===== config.mk =====
export PLATFORM = sky130hd
export DESIGN_NAME = axist_rx_to_avst_rx_adapter
export DESIGN_NICKNAME = d
export VERILOG_FILES = /design/src/rtl/axist_rx_to_avst_rx_adapter.sv
export SDC_FILE = /design/constraint.sdc
export NUM_CORES = 1
export LEC_CHECK = 0
export ABC_AREA = 1
export BUFFER_PORTS_ARGS = -buffer_cell sky130_fd_sc_hd__buf_2
export CORE_UTILIZATION = 40
export CTS_CLUSTER_SIZE = 12
export DETAILED_ROUTE_END_ITERATION = 12
export PLACE_DENSITY_LB_ADDON = 0.12
export SKIP_LAST_GASP = 1
export SYNTH_ARGS = -nofsm -noshare
export SYNTH_HDL_FRONTEND = slang
export SYNTH_SLANG_ARGS = --single-unit

===== constraint.sdc =====
create_clock -name i_rx_clk -period 5.95 [get_ports i_rx_clk]
set_clock_uncertainty 0.2 [all_clocks]
set_input_delay 0.2975 -clock i_rx_clk [delete_from_list [all_inputs] [get_ports i_rx_clk]]
set_output_delay 0.2975 -clock i_rx_clk [all_outputs]
set_load 0.1 [all_outputs]

===== src/rtl/axist_rx_to_avst_rx_adapter.sv =====
// Receive-side adapter: MAC AXI-ST RX beats become Avalon-ST RX client beats one cycle later,
// with regenerated SOP, empty, frame length, framing-error flag, ingress timestamp and statistics.
module axist_rx_to_avst_rx_adapter #(
  parameter int unsigned DATA_WIDTH    = 64,
  parameter int unsigned NO_OF_BYTES   = 8,
  parameter int unsigned EMPTY_BITS    = 3,
  parameter int unsigned MAX_FRAME_LEN = 1518
) (
  input  logic                   i_rx_clk,
  input  logic                   i_rx_rst,
  input  logic                   i_axi_st_rx_tvalid,
  input  logic [DATA_WIDTH-1:0]  i_axi_st_rx_tdata,
  input  logic                   i_axi_st_rx_tlast,
  input  logic [NO_OF_BYTES-1:0] i_axi_st_rx_tkeep,
  input  logic [4:0]             i_axi_st_rx_tuser_sts,
  input  logic [31:0]            i_axi_st_rx_tuser_sts_extended,
  input  logic [95:0]            i_axi_st_rx_ingrts0_tdata,
  input  logic                   i_axi_st_rx_ingrts0_tvalid,
  input  logic                   i_clr_stats,
  output logic                   o_av_st_rx_valid,
  output logic [DATA_WIDTH-1:0]  o_av_st_rx_data,
  output logic                   o_av_st_rx_startofpacket,
  output logic                   o_av_st_rx_endofpacket,
  output logic [EMPTY_BITS-1:0]  o_av_st_rx_empty,
  output logic [5:0]             o_av_st_rx_error,
  output logic                   o_av_st_rxstatus_valid,
  output logic [39:0]            o_av_st_rxstatus_data,
  output logic [95:0]            o_av_st_ptp_rx_its,
  output logic                   o_av_st_ptp_rx_its_valid,
  output logic [15:0]            o_rx_pkt_len,
  output logic [31:0]            o_rx_pkt_cnt,
  output logic [31:0]            o_rx_err_cnt
);

  localparam int unsigned CntW = $clog2(NO_OF_BYTES + 1);

  typedef enum logic [0:0] {StIdle, StInPkt} state_e;

  state_e state_q, state_d;

  // Per-frame tracking
  logic [15:0]           len_q;
  logic                  ferr_q;
  logic                  cap_vld_q, cap_vld_d;
  logic [95:0]           cap_ts_q, cap_ts_d;

  // Registered outputs
  logic                  valid_q, valid_d;
  logic [DATA_WIDTH-1:0] data_q, data_d;
  logic                  sop_q, sop_d;
  logic                  eop_q, eop_d;
  logic [EMPTY_BITS-1:0] empty_q, empty_d;
  logic [5:0]            err_q, err_d;
  logic                  rxs_valid_q, rxs_valid_d;
  logic [39:0]           rxs_data_q, rxs_data_d;
  logic [95:0]           its_q, its_d;
  logic                  its_valid_q, its_valid_d;
  logic [15:0]           pkt_len_q, pkt_len_d;
  logic [31:0]           pkt_cnt_q, pkt_cnt_d;
  logic [31:0]           err_cnt_q, err_cnt_d;

  logic                   sop, eop, keep_contig, frame_ferr, oversize, ts_take;
  logic [CntW-1:0]        keep_cnt;
  logic [NO_OF_BYTES-1:0] keep_inc;
  logic [16:0]            len_sum;
  logic [15:0]            len_new;
  logic [5:0]             err_vec;

  function automatic logic [CntW-1:0] popcount(input logic [NO_OF_BYTES-1:0] v);
    logic [CntW-1:0] c;
    c = '0;
    for (int i = 0; i < NO_OF_BYTES; i++) c = c + CntW'(v[i]);
    return c;
  endfunction

  always_comb begin
    state_d = state_q;
    unique case (state_q)
      StIdle:  if (i_axi_st_rx_tvalid && !i_axi_st_rx_tlast) state_d = StInPkt;
      StInPkt: if (i_axi_st_rx_tvalid && i_axi_st_rx_tlast) state_d = StIdle;
      default: state_d = StIdle;
    endcase
  end

  always_comb begin
    sop      = i_axi_st_rx_tvalid && (state_q == StIdle);
    eop      = i_axi_st_rx_tvalid && i_axi_st_rx_tlast;
    keep_cnt = popcount(i_axi_st_rx_tkeep);
    // Contiguous-from-bit-0 masks have no set bit above the carry out of +1; zero is illegal too
    keep_inc    = i_axi_st_rx_tkeep + NO_OF_BYTES'(1);
    keep_contig = ((i_axi_st_rx_tkeep & keep_inc) == '0) && (i_axi_st_rx_tkeep != '0);
    len_sum     = {1'b0, (sop ? 16'd0 : len_q)} + 17'(keep_cnt);
    len_new     = len_sum[16] ? 16'hFFFF : len_sum[15:0];
    frame_ferr  = (!sop && ferr_q) || !keep_contig ||
                  (!i_axi_st_rx_tlast && (i_axi_st_rx_tkeep != {NO_OF_BYTES{1'b1}}));
    oversize    = 32'(len_new) > MAX_FRAME_LEN;
    err_vec     = {frame_ferr || oversize, i_axi_st_rx_tuser_sts};
    // Only the first pulse between the SOP and EOP input cycles counts
    ts_take   = i_axi_st_rx_ingrts0_tvalid && (sop || (state_q == StInPkt && !cap_vld_q));
    cap_vld_d = ts_take || (!sop && cap_vld_q);
    cap_ts_d  = ts_take ? i_axi_st_rx_ingrts0_tdata : (sop ? '0 : cap_ts_q);
  end

  always_comb begin
    valid_d     = 1'b0;
    data_d      = data_q;
    sop_d       = 1'b0;
    eop_d       = 1'b0;
    empty_d     = '0;
    err_d       = '0;
    rxs_valid_d = 1'b0;
    rxs_data_d  = '0;
    its_d       = '0;
    its_valid_d = 1'b0;
    pkt_len_d   = '0;
    if (i_axi_st_rx_tvalid) begin
      valid_d = 1'b1;
      data_d  = i_axi_st_rx_tdata;
      sop_d   = sop;
      if (i_axi_st_rx_tlast) begin
        eop_d       = 1'b1;
        empty_d     = EMPTY_BITS'(NO_OF_BYTES - 32'(keep_cnt));
        err_d       = err_vec;
        rxs_valid_d = 1'b1;
        rxs_data_d  = {3'd0, i_axi_st_rx_tuser_sts_extended, i_axi_st_rx_tuser_sts};
        its_valid_d = cap_vld_d;
        its_d       = cap_vld_d ? cap_ts_d : '0;
        pkt_len_d   = len_new;
      end
    end
  end

  always_comb begin
    pkt_cnt_d = pkt_cnt_q;
    err_cnt_d = err_cnt_q;
    if (i_clr_stats) begin
      pkt_cnt_d = '0;
      err_cnt_d = '0;
    end else if (eop) begin
      pkt_cnt_d = pkt_cnt_q + 32'd1;
      if (err_vec != '0) err_cnt_d = err_cnt_q + 32'd1;
    end
  end

  always_ff @(posedge i_rx_clk) begin
    if (i_rx_rst) begin
      state_q <= StIdle;
    end else begin
      state_q <= state_d;
    end
  end

  always_ff @(posedge i_rx_clk) begin
    if (i_rx_rst) begin
      len_q       <= '0;
      ferr_q      <= 1'b0;
      cap_vld_q   <= 1'b0;
      cap_ts_q    <= '0;
      valid_q     <= 1'b0;
      data_q      <= '0;
      sop_q       <= 1'b0;
      eop_q       <= 1'b0;
      empty_q     <= '0;
      err_q       <= '0;
      rxs_valid_q <= 1'b0;
      rxs_data_q  <= '0;
      its_q       <= '0;
      its_valid_q <= 1'b0;
      pkt_len_q   <= '0;
      pkt_cnt_q   <= '0;
      err_cnt_q   <= '0;
    end else begin
      if (i_axi_st_rx_tvalid) begin
        len_q  <= len_new;
        ferr_q <= frame_ferr;
      end
      cap_vld_q   <= cap_vld_d;
      cap_ts_q    <= cap_ts_d;
      valid_q     <= valid_d;
      data_q      <= data_d;
      sop_q       <= sop_d;
      eop_q       <= eop_d;
      empty_q     <= empty_d;
      err_q       <= err_d;
      rxs_valid_q <= rxs_valid_d;
      rxs_data_q  <= rxs_data_d;
      its_q       <= its_d;
      its_valid_q <= its_valid_d;
      pkt_len_q   <= pkt_len_d;
      pkt_cnt_q   <= pkt_cnt_d;
      err_cnt_q   <= err_cnt_d;
    end
  end

  assign o_av_st_rx_valid         = valid_q;
  assign o_av_st_rx_data          = data_q;
  assign o_av_st_rx_startofpacket = sop_q;
  assign o_av_st_rx_endofpacket   = eop_q;
  assign o_av_st_rx_empty         = empty_q;
  assign o_av_st_rx_error         = err_q;
  assign o_av_st_rxstatus_valid   = rxs_valid_q;
  assign o_av_st_rxstatus_data    = rxs_data_q;
  assign o_av_st_ptp_rx_its       = its_q;
  assign o_av_st_ptp_rx_its_valid = its_valid_q;
  assign o_rx_pkt_len             = pkt_len_q;
  assign o_rx_pkt_cnt             = pkt_cnt_q;
  assign o_rx_err_cnt             = err_cnt_q;

endmodule


---- Yosys cells after proc, flatten, opt, wreduce, memory -nomap -nowiden ----
Index checks and enable logic that the tools add are counted.
cells by class
  add/sub/neg operators ................... 12
  multiplexer cells ....................... 9
  reductions and logical operators ........ 26
  eq/ne operators ......................... 1
  bitwise operators ....................... 5
  order comparisons ....................... 1
operator list
  operator                                               number
  2-to-1 mux 96 bit                                      2
  adder 32 x 1 -> 32 bit (second input constant)         2
  2-to-1 mux 16 bit                                      2
  adder 16 x 4 -> 17 bit                                 1
  adder 4 x 1 -> 4 bit                                   4
  > comparator 16 x 11 -> 1 bit (second input constant)  1
  logical AND 1 bit                                      9
  adder 8 x 1 -> 8 bit (second input constant)           1
  bitwise AND 8 bit                                      1
  logical NOT 8 bit                                      1
  != test 8 bit (second input constant)                  1
  nonzero test 8 bit                                     1
  nonzero test 6 bit                                     1
  logical OR 1 bit                                       5
  adder 3 x 1 -> 4 bit                                   1
  logical NOT 1 bit                                      4
  2-to-1 mux 1 bit                                       4
  NOT 1 bit                                              4
  OR reduction 2 bit                                     2
  OR reduction 4 bit                                     1
  adder 2 x 1 -> 3 bit                                   1
  OR reduction 3 bit                                     1
  subtractor 1 x 3 -> 3 bit (first input constant)       1
  adder 1 x 1 -> 2 bit                                   1
  other kinds (2)                                        2
storage, ports and cells
  input port bits ......................... 211
  word-level logic and storage cells ...... 72
  output and inout port bits .............. 294
  register bits after elaboration ......... 408

---- Logic depth before layout (Yosys ltp) ----
Gate-level depths: netlist (run 1).
  depth in word-level cells ............... 13
  mapped depth ............................ 30
  depth with buffers taken out ............ 29

---- Worst setup path after synthesis (run 1) ----
No wires, ideal clock.
  path type ............................... in2reg
  start ................................... input i_axi_st_rx_tkeep[0]
  end ..................................... register err_cnt_q[20], in the netlist o_rx_err_cnt[20]
  required time ........................... 5.631 ns
  arrival ................................. 4.363 ns
  buffers on the path ..................... 1
  library setup time ...................... 0.119 ns
  slack ................................... 1.268 ns
  cell stages on the path ................. 23
  cell sequence ........................... fa_1 -> inv_1 -> fa_1 -> fa_1 -> inv_1 -> ha_1 -> inv_1 -> fa_1 -> inv_1 -> fa_1 -> nand2_1 -> nand2_1 -> nand4_1 -> nor2_2 -> inv_2 -> nand2_1 -> nor2_1 -> nand3_1 -> nor2_2 -> nand3_2 -> buf_2 -> a21oi_1 -> nor2_1
between the ends
  longest elaborated chain between the ends .. 13
  elaborated cells on any way between the ends .. 23
  classes of those cells .................. 9 x add/sub; 1 x order compare; 1 x eq/ne; 1 x mux; 1 x bitwise; 10 x reduce/logical
RTL lines
  element                                   RTL line  source
  start, declared                           14        input logic [NO_OF_BYTES-1:0] i_axi_st_rx_tkeep,
  adder 1 x 1 -> 2 bit                      72        for (int i = 0; i < NO_OF_BYTES; i++) c = c + CntW'(v[i]);
  adder 2 x 1 -> 3 bit                      72
  adder 3 x 1 -> 4 bit                      72
  adder 4 x 1 -> 4 bit (4 in series)        72
  adder 16 x 4 -> 17 bit                    92        len_sum = {1'b0, (sop ? 16'd0 : len_q)} + 17'(keep_cnt);
  2-to-1 mux 16 bit                         93        len_new = len_sum[16] ? 16'hFFFF : len_sum[15:0];
  > comparator 16 x 11 -> 1 bit             96        oversize = 32'(len_new) > MAX_FRAME_LEN;
  logical OR 1 bit (*)                      97        err_vec = {frame_ferr || oversize, i_axi_st_rx_tuser_sts};
  nonzero test 6 bit (*)                    141       if (err_vec != '0) err_cnt_d = err_cnt_q + 32'd1;
  AND reduction 2 bit (no source line) (*)  n/a
  end signal, assigned                      191       err_cnt_q <= err_cnt_d;
  end, declared                             60        logic [31:0] err_cnt_q, err_cnt_d;
Every way passes the cells marked *; elsewhere a longest branch is shown, timed or not.
A chain may end at the register's enable or synchronous reset.

---- Worst setup path in the final report (run 1) ----
  start ................................... input i_axi_st_rx_tkeep[0]
  end ..................................... register err_cnt_q[29], in the netlist o_rx_err_cnt[29]
The elaborated chain is that of the path after synthesis.

==> impl_results.md, run 1 <==
- Wire length per cell: 13.8 um
- CTS buffer count: 44
- Number of global-route vias before repair: 14.6k
- Total number of nets in the final design: 2967
- Hold-fix buffers at CTS: 200
- Latest clock arrival within the worst-skew pair: 560 ps
- Maximum vdd drop: 234 uV
- Filler instances: 3497
- RSZ-0062 raised after global routing: false
- Cell type group with the largest total delay on the critical path: adder cells
- Combined area of the multi-input logic cells: 5780 sq um
- CP Capture Type: register
- Wire length of the first global-routing pass: 71.8 mm
- Ports: 505
- Die extent in x: 197 um
- Yosys warnings: 0
- Total of endpoints with negative setup slack in the final report: 0
- Number of antenna violations at the first check in global routing: 1
- CP Data Required Time: 6240 ps
- Post-synthesis cell count: 2086
- Total of buffers placed on input and output ports: 501
- Largest incremental delay on the critical path: 540 ps
- Buffers and inverters on the worst path: 6
- Number of remaining DRC errors: 0
- Fraction of the yosys area taken by sequential cells: 52.5%
- Crit share post-route: 80.9%
- Final total negative setup slack: 0 ps
- Minimum setup slack in the final design: 1140 ps
- Max Transition Viols Final: 0
- Area growth from synthesis to layout: 41.2%
- Num Clock Sinks: 400
- Die Outline Area: 38900 sq um
- Final worst path period need: 4810 ps
- TritonRoute pass-1 iters: 7
- Via count of the routed design: 15.1k
- Drt first-iter violations: 800
- Residual overflow from global routing: 0
- Hold Crit Class: in -> reg
- Fmax achieved: 208 MHz
- Count of endpoints failing hold in the final timing report: 0
- Syn Std Cell Area: 15200 sq um
- Post-synth cell types: 37
- Arr. time, crit path: 5110 ps
- Power per unit of standard cell area: 305 nW/um^2
- Initial Utilization: 40.6%
- Fraction of registers with async set/reset: 0%
- Clock transition at the registers of the reported paths: 60 ps
- CTS tree: done
- Number of enable-type register cells in the synthesized netlist: 0
- Synth Area per Inst: 7.31 sq um
- Run status: completed
- Critical-path top delay cell: sky130_fd_sc_hd__fa_1
- Buffer type at the clock tree root: sky130_fd_sc_hd__clkbuf_16
- Row count: 71
- Maximum number of pins on one net before global-route repair: 193
- Half-perimeter wire length after placement: 29.9 mm
- Startpoint type of the worst setup path: input pin
- Flip-flop and latch count after synthesis: 400
- LEAKAGE: 10.3 nW
- Clk buf depth: 3
- Sequential standard cell area: 8010 sq um
- Chip Height: 197 um
- Actual slew at the worst max-slew pin: 1020 ps
- Fraction of layout cells with a size suffix above 1: 22.0%
- Path type of the worst setup path: in -> reg
- Ys flop type: sky130_fd_sc_hd__dfxtp_1
- Worst rel slew slack: 32.0%
- CTS-repair resized insts: 0
- Post-DR vias/cell: 4.61
- Most prevalent standard cell on the critical path: sky130_fd_sc_hd__nand2_1
- Count of nets left with antenna violations after detail routing: 0
- Crit Path Max Fanout: 60
- Final WL: 45.3 mm
- Depth of the CTS H-tree: 2
- Final Power: 6.57 mW
- Area inside the core boundary: 37600 sq um
- Overall routing resource usage: 22.8%
- Setup slack after placement: 585 ps
- Final core utilization: 57.3%
- Placer Congestion: 0.876
- Post-CTS repair timing setup buffer count: 0
- Number of max-capacitance violations reported: 0
==> layout make-up <==
class,instances,share of cell area (%)
Tap cell,511,2.97
Timing Repair Buffer,712,21.5
Clock inverter,12,0.581
Antenna cell,1,0.0116
Inverter,269,4.69
Sequential cell,400,37.2
Multi-Input combinational cell,1311,26.8
Clock buffer,64,6.22
==> where the power goes <==
group	internal (mW)	switching, mW	total (mW)
logic	0.296	0.743	1.04
registers	2.77	0.0332	2.80
clock network	1.64	1.09	2.73
==> sequential cells by signal (all words and copies together), names as in the netlist, 3 cells and up, named ones only <==
name / flops
o_av_st_ptp_rx_its: 96
cap_ts_q: 96
o_av_st_rx_data: 64
o_rx_pkt_cnt: 32
o_rx_err_cnt: 32
o_av_st_rxstatus_data: 32
len_q: 16
o_rx_pkt_len: 16
o_av_st_rx_empty: 3
o_av_st_rx_error: 6
==> kinds of logic after synthesis <==
group,count (synthesis),synth area share [%]
AO/OA/AOI/OAI,266,8.92
AND/OR/NAND/NOR,1019,26.8
flip-flops,400,52.5
XOR/XNOR,5,0.287
buffers and inverters,377,9.74
other,1,0.0246
adder cells (fa/ha/maj),18,1.72
==> synth_stat cells (all sizes together) (2+ instances only) <==
master | number | share of area [%]
nor4 | 6 | 0.29
o21ai | 199 | 6.5
xor2 | 4 | 0.23
o211ai | 6 | 0.30
nor2 | 512 | 13
nor3b | 2 | 0.098
inv | 267 | 6.6
clkbuf | 79 | 1.9
nor3 | 21 | 0.72
fa | 5 | 0.66
nand3b | 3 | 0.15
a21oi | 57 | 1.9
nand4 | 12 | 0.49
clkinv | 2 | 0.049
ha | 13 | 1.1
nand2 | 385 | 9.6
dfxtp | 400 | 53
buf | 29 | 1.2
nand3 | 78 | 2.7
==> per-stage QoR <==
stage / std cells / hold WS (ps) / area, sq um
2_1_floorplan: 2088 / 210 / 15200
3_3_place_gp: 3003 / 243 / 18000
3_5_place_dp: 3003 / 259 / 18000
4_1_cts: 3279 / 10.0 / 21500
5_1_grt: 3280 / 45.7 / 21500
6_report: 3280 / 38.3 / 21500
==> worst paths after layout <==
| path | slack, ps | startpoint | cells after the start | end |
|---|---|---|---|---|
| max reg2reg | 2580 | register | 20 | o_rx_err_cnt[29]$_SDFFE_PP0P_ |
| min reg2reg | 270 | o_rx_pkt_cnt[31]$_SDFFE_PP0P_ | 2 | o_rx_pkt_cnt[31]$_SDFFE_PP0P_ |
| min | 40 | i_rx_rst | 2 | cap_ts_q[81]$_SDFF_PP0_ |
| max | 1140 | i_axi_st_rx_tkeep[0] | 28 | o_rx_err_cnt[29]$_SDFFE_PP0P_ |
==> cells in the final DEF, fill, tap and decap left out, types with 3 or more instances in the layout <==
| cell | count |
|---|---|
| sky130_fd_sc_hd__clkinv_2 | 8 |
| sky130_fd_sc_hd__nor3_1 | 20 |
| sky130_fd_sc_hd__nor2_4 | 3 |
| sky130_fd_sc_hd__dlygate4sd3_1 | 200 |
| sky130_fd_sc_hd__xor2_1 | 4 |
| sky130_fd_sc_hd__nor2_1 | 502 |
| sky130_fd_sc_hd__buf_4 | 10 |
| sky130_fd_sc_hd__o21ai_0 | 198 |
| sky130_fd_sc_hd__clkbuf_16 | 46 |
| sky130_fd_sc_hd__nand3b_1 | 3 |
| sky130_fd_sc_hd__inv_2 | 7 |
| sky130_fd_sc_hd__a21oi_1 | 57 |
| sky130_fd_sc_hd__nand2_1 | 381 |
| sky130_fd_sc_hd__nor4_1 | 5 |
| sky130_fd_sc_hd__nor2_2 | 7 |
| sky130_fd_sc_hd__inv_1 | 260 |
| sky130_fd_sc_hd__dfxtp_1 | 400 |
| sky130_fd_sc_hd__nand4_1 | 12 |
| sky130_fd_sc_hd__nand3_2 | 3 |
| sky130_fd_sc_hd__o211ai_1 | 6 |
| sky130_fd_sc_hd__ha_1 | 13 |
| sky130_fd_sc_hd__nand3_1 | 75 |
| sky130_fd_sc_hd__fa_1 | 5 |
| sky130_fd_sc_hd__clkbuf_1 | 6 |
| sky130_fd_sc_hd__buf_2 | 500 |
| sky130_fd_sc_hd__clkbuf_8 | 12 |
| sky130_fd_sc_hd__conb_1 | 3 |
==> layer usage <==
| layer | global-route usage [%] | vias up | wire (um) | share of wire [%] |
|---|---|---|---|---|
| met5 | 0 | - | 0 | 0 |
| met4 | 10.8 | 0 | 1810 | 4.0 |
| met2 | 38.3 | 452 | 21100 | 47 |
| met3 | 6.97 | 106 | 3530 | 7.8 |
| li1 | - | 7706 | - | - |
| met1 | 26.4 | 6859 | 18900 | 42 |
Power figures use the tool's default switching activity.
==> inputs of run 2 (changes only) <==
==> constraint.sdc (replaced) <==
create_clock -name i_rx_clk -period 4.7 [get_ports i_rx_clk]
set_clock_uncertainty 0.2 [all_clocks]
set_input_delay 0.235 -clock i_rx_clk [delete_from_list [all_inputs] [get_ports i_rx_clk]]
set_output_delay 0.235 -clock i_rx_clk [all_outputs]
set_load 0.1 [all_outputs]
==> run 2 against run 1 <==
Against the previous run: die area did not move; sequential power rose by 27%; sequential cell count did not move; power rose by 27%; non-clock buffer count rose by 56; sequential share of layout area fell by 0.79 points; combinational power rose by 35%.
==> impl_results.md, run 2 (synthesized netlist as in run 1, its figures left out) <==
- Run status: completed
- Hold Crit Class: in -> reg
- LEAKAGE: 10.5 nW (+2.5%)
- Actual slew at the worst max-slew pin: 993 ps (-26.2 ps)
- Number of global-route vias before repair: 15.1k (+3.4%)
- Sw Share: 28.2% (-0.14 points)
- CP Data Required Time: 4930 ps (-1310 ps)
- Area growth from synthesis to layout: 44.2%
- Wl on met1: 19.3 mm (+2.0%)
- Depth of the worst register-to-register path: 20 (unchanged)
- Initial Utilization: 40.6% (unchanged)
- Max Transition Viols Final: 0 (unchanged)
- Clock transition at the registers of the reported paths: 60 ps (about the same)
- TritonRoute pass-1 iters: 6 (-1)
- Count of endpoints failing hold in the final timing report: 0 (unchanged)
- CTS buffer count: 44 (unchanged)
- Total internal power: 6.00 mW (+27%)
- Half-perimeter wire length after placement: 30.9 mm (+3.3%)
- Die extent in x: 197 um (unchanged)
- Post-CTS repair timing setup buffer count: 0 (unchanged)
- Placer Congestion: 0.865 (-1.2%)
- Number of cells in the finished layout apart from fillers: 3330 (+1.5%)
- Worst-case hold slack: 43.9 ps (+5.58 ps)
- CP Capture Type: register
- Depth of the critical timing path with buffers and inverters included: 29 (+3.6%)
- Row count: 71 (unchanged)
- Path type of the worst setup path: in -> reg
- Overall routing resource usage: 23.3% (+0.51 points)
- Post-DR vias/cell: 4.61 (about the same)
- Ports: 505 (unchanged)
- Logic pwr share: 16.8% (+1.0 points)
- Maximum vdd drop: 314 uV (+34%)
- Clk buf depth: 3 (unchanged)
- Latest clock arrival within the worst-skew pair: 550 ps (about the same)
- Critical-path top delay cell: sky130_fd_sc_hd__fa_1
- RSZ-0062 raised after global routing: true
- Total of buffers placed on input and output ports: 501 (unchanged)
- Count of nets left with antenna violations after detail routing: 0 (unchanged)
- Crit Path Max Fanout: 32 (-47%)
- Part of the power in registers: 42.5% (-0.2 points)
- Wire length per cell: 13.9 um (+0.56%)
- Most common cell after layout, fill and taps aside: sky130_fd_sc_hd__nor2_1
- Die Outline Area: 38900 sq um (unchanged)
- Final WL: 46.3 mm (+2.1%)
- Via count of the routed design: 15.4k (+1.6%)
- Fraction of layout cells with a size suffix above 1: 23.0% (+1.0 points)
- Depth of the CTS H-tree: 2 (unchanged)
- Largest incremental delay on the critical path: 560 ps (+20 ps)
- Startpoint type of the worst setup path: input pin
- Chip Height: 197 um (unchanged)
- Maximum number of pins on one net before global-route repair: 193 (unchanged)
- Area inside the core boundary: 37600 sq um (unchanged)
- Number of antenna violations at the first check in global routing: 1 (unchanged)
- Uppermost layer routed: met4
- Cell type group with the largest total delay on the critical path: adder cells
- Num Clock Sinks: 400 (unchanged)
- Total number of nets in the final design: 3023 (+1.9%)
- Psw: 2.36 mW (+27%)
- Final worst path period need: 4480 ps
- Worst rel slew slack: 33.8% (+1.7 points)
- Number of remaining DRC errors: 0 (unchanged)
- Total of endpoints with negative setup slack in the final report: 0 (unchanged)
- Dpl cells: 3046 (+1.4%)
- Drt first-iter violations: 627 (-22%)
- Commonest cells after routing, fill and taps aside: 502 x sky130_fd_sc_hd__nor2_1, 500 x sky130_fd_sc_hd__buf_2, 400 x sky130_fd_sc_hd__dfxtp_1
- Critical hold path startpoint: i_axi_st_rx_tkeep[6]
- Routed length on met2: 21.6 mm (+2.4%)
- Wire length of the first global-routing pass: 74.0 mm (+3.1%)
- Fmax achieved: 223 MHz
- Buffer type at the clock tree root: sky130_fd_sc_hd__clkbuf_16
- Crit share post-route: 95.3%
- Power per unit of standard cell area: 380 nW/um^2 (+24%)
- Worst setup path startpoint: i_axi_st_rx_tkeep[0]
- Most prevalent standard cell on the critical path: sky130_fd_sc_hd__nand2_1
- Residual overflow from global routing: 0 (unchanged)
- Buffers and inverters on the worst path: 6 (unchanged)
- Sum of met3 wire segment lengths after detailed routing: 3.48 mm (-1.4%)
- CTS tree: done
- Number of max-capacitance violations reported: 0 (unchanged)
- Clock network power share: 40.7% (-0.8 points)
- Hold Path Stages: 7 (+5)
- Arr. time, crit path: 4710 ps (-400 ps)
-- run 2: changes by cell type in the layout (fill, tap and decap cells not counted), sizes merged --
cell	delta
bufinv	+3
buf	+43
dlygate4sd3	+13
clkinvlp	+1
inv	+2
clkbuf	-6
clkinv	-6
-- run 2: layout make-up --
class                           instances  area [sq um]
Clock buffer                           58          1190
Tap cell                              511           639
Multi-Input combinational cell       1311          5810
Timing Repair Buffer                  768          5110
Fill cell                            3514         15600
Inverter                              269          1010
Sequential cell                       400          8010
Antenna cell                            1          2.50
Clock inverter                         12           206
-- run 2: worst paths after layout --
| path | slack [ps] | end |
|---|---|---|
| max | 220 | o_rx_err_cnt[18]$_SDFFE_PP0P_ |
| min | 40 | ferr_q$_SDFFE_PP0P_ |
| max reg2reg | 1510 | o_rx_err_cnt[18]$_SDFFE_PP0P_ |
| min reg2reg | 260 | o_rx_pkt_cnt[31]$_SDFFE_PP0P_ |
-- run 2: worst reg2reg max path: stages (launching register included) --
cell	delay (ps)
sky130_fd_sc_hd__dfxtp_1	350
sky130_fd_sc_hd__nor2_1	120
sky130_fd_sc_hd__buf_4	220
sky130_fd_sc_hd__nor2_1	60
sky130_fd_sc_hd__ha_1	210
sky130_fd_sc_hd__fa_2	380
sky130_fd_sc_hd__nand2_1	100
sky130_fd_sc_hd__nand2_2	100
sky130_fd_sc_hd__nand4_1	180
sky130_fd_sc_hd__nand2_1	70
sky130_fd_sc_hd__nand2_1	80
sky130_fd_sc_hd__nand2_1	50
sky130_fd_sc_hd__nor2_1	160
sky130_fd_sc_hd__nand3_1	100
sky130_fd_sc_hd__nor2_2	130
sky130_fd_sc_hd__nand3_2	130
sky130_fd_sc_hd__buf_12	210
sky130_fd_sc_hd__nand2_1	90
sky130_fd_sc_hd__nand2_1	50
sky130_fd_sc_hd__nand2_1	50
sky130_fd_sc_hd__nor2_1	40
-- run 2: through the flow --
stage	setup slack (ps)	cell area [sq um]	setup TNS, ps	power [mW]	util [%]
after floorplan	80.3	15200	0	4.52	-
after global placement	-400	18400	-11360	4.85	49.0
after detailed placement	-432	18400	-12450	4.86	49.0
after CTS	137	21900	0	8.43	58.4
after global routing	-57.6	22000	-327	8.69	58.5
final	219	22000	0	8.36	58.5
-- run 2: repair_timing --
item | CTS | global route
hold endpoints to repair | 306 | 0
hold buffers | 213 | 0
setup endpoints to repair | 0 | 32
gates resized for setup | 0 | 8
-- run 2: layer usage --
layer / vias to the layer above / track usage (%)
met3: 109 / 6.66
li1: 7777 / -
met4: 0 / 11.3
met1: 7024 / 27.1
met5: - / 0
met2: 454 / 39.3
-- run 2: power groups by stage --
| stage | combinational, mW | clock, mW | sequential [mW] |
|---|---|---|---|
| 6_report | 1.40 | 3.40 | 3.55 |
| 5_1_grt | 1.52 | 3.61 | 3.56 |
| 4_1_cts | 1.39 | 3.50 | 3.55 |
| 3_5_place_dp | 1.24 | 0 | 3.62 |
| 3_3_place_gp | 1.23 | 0 | 3.62 |
| 2_1_floorplan | 0.441 | 0 | 4.08 |
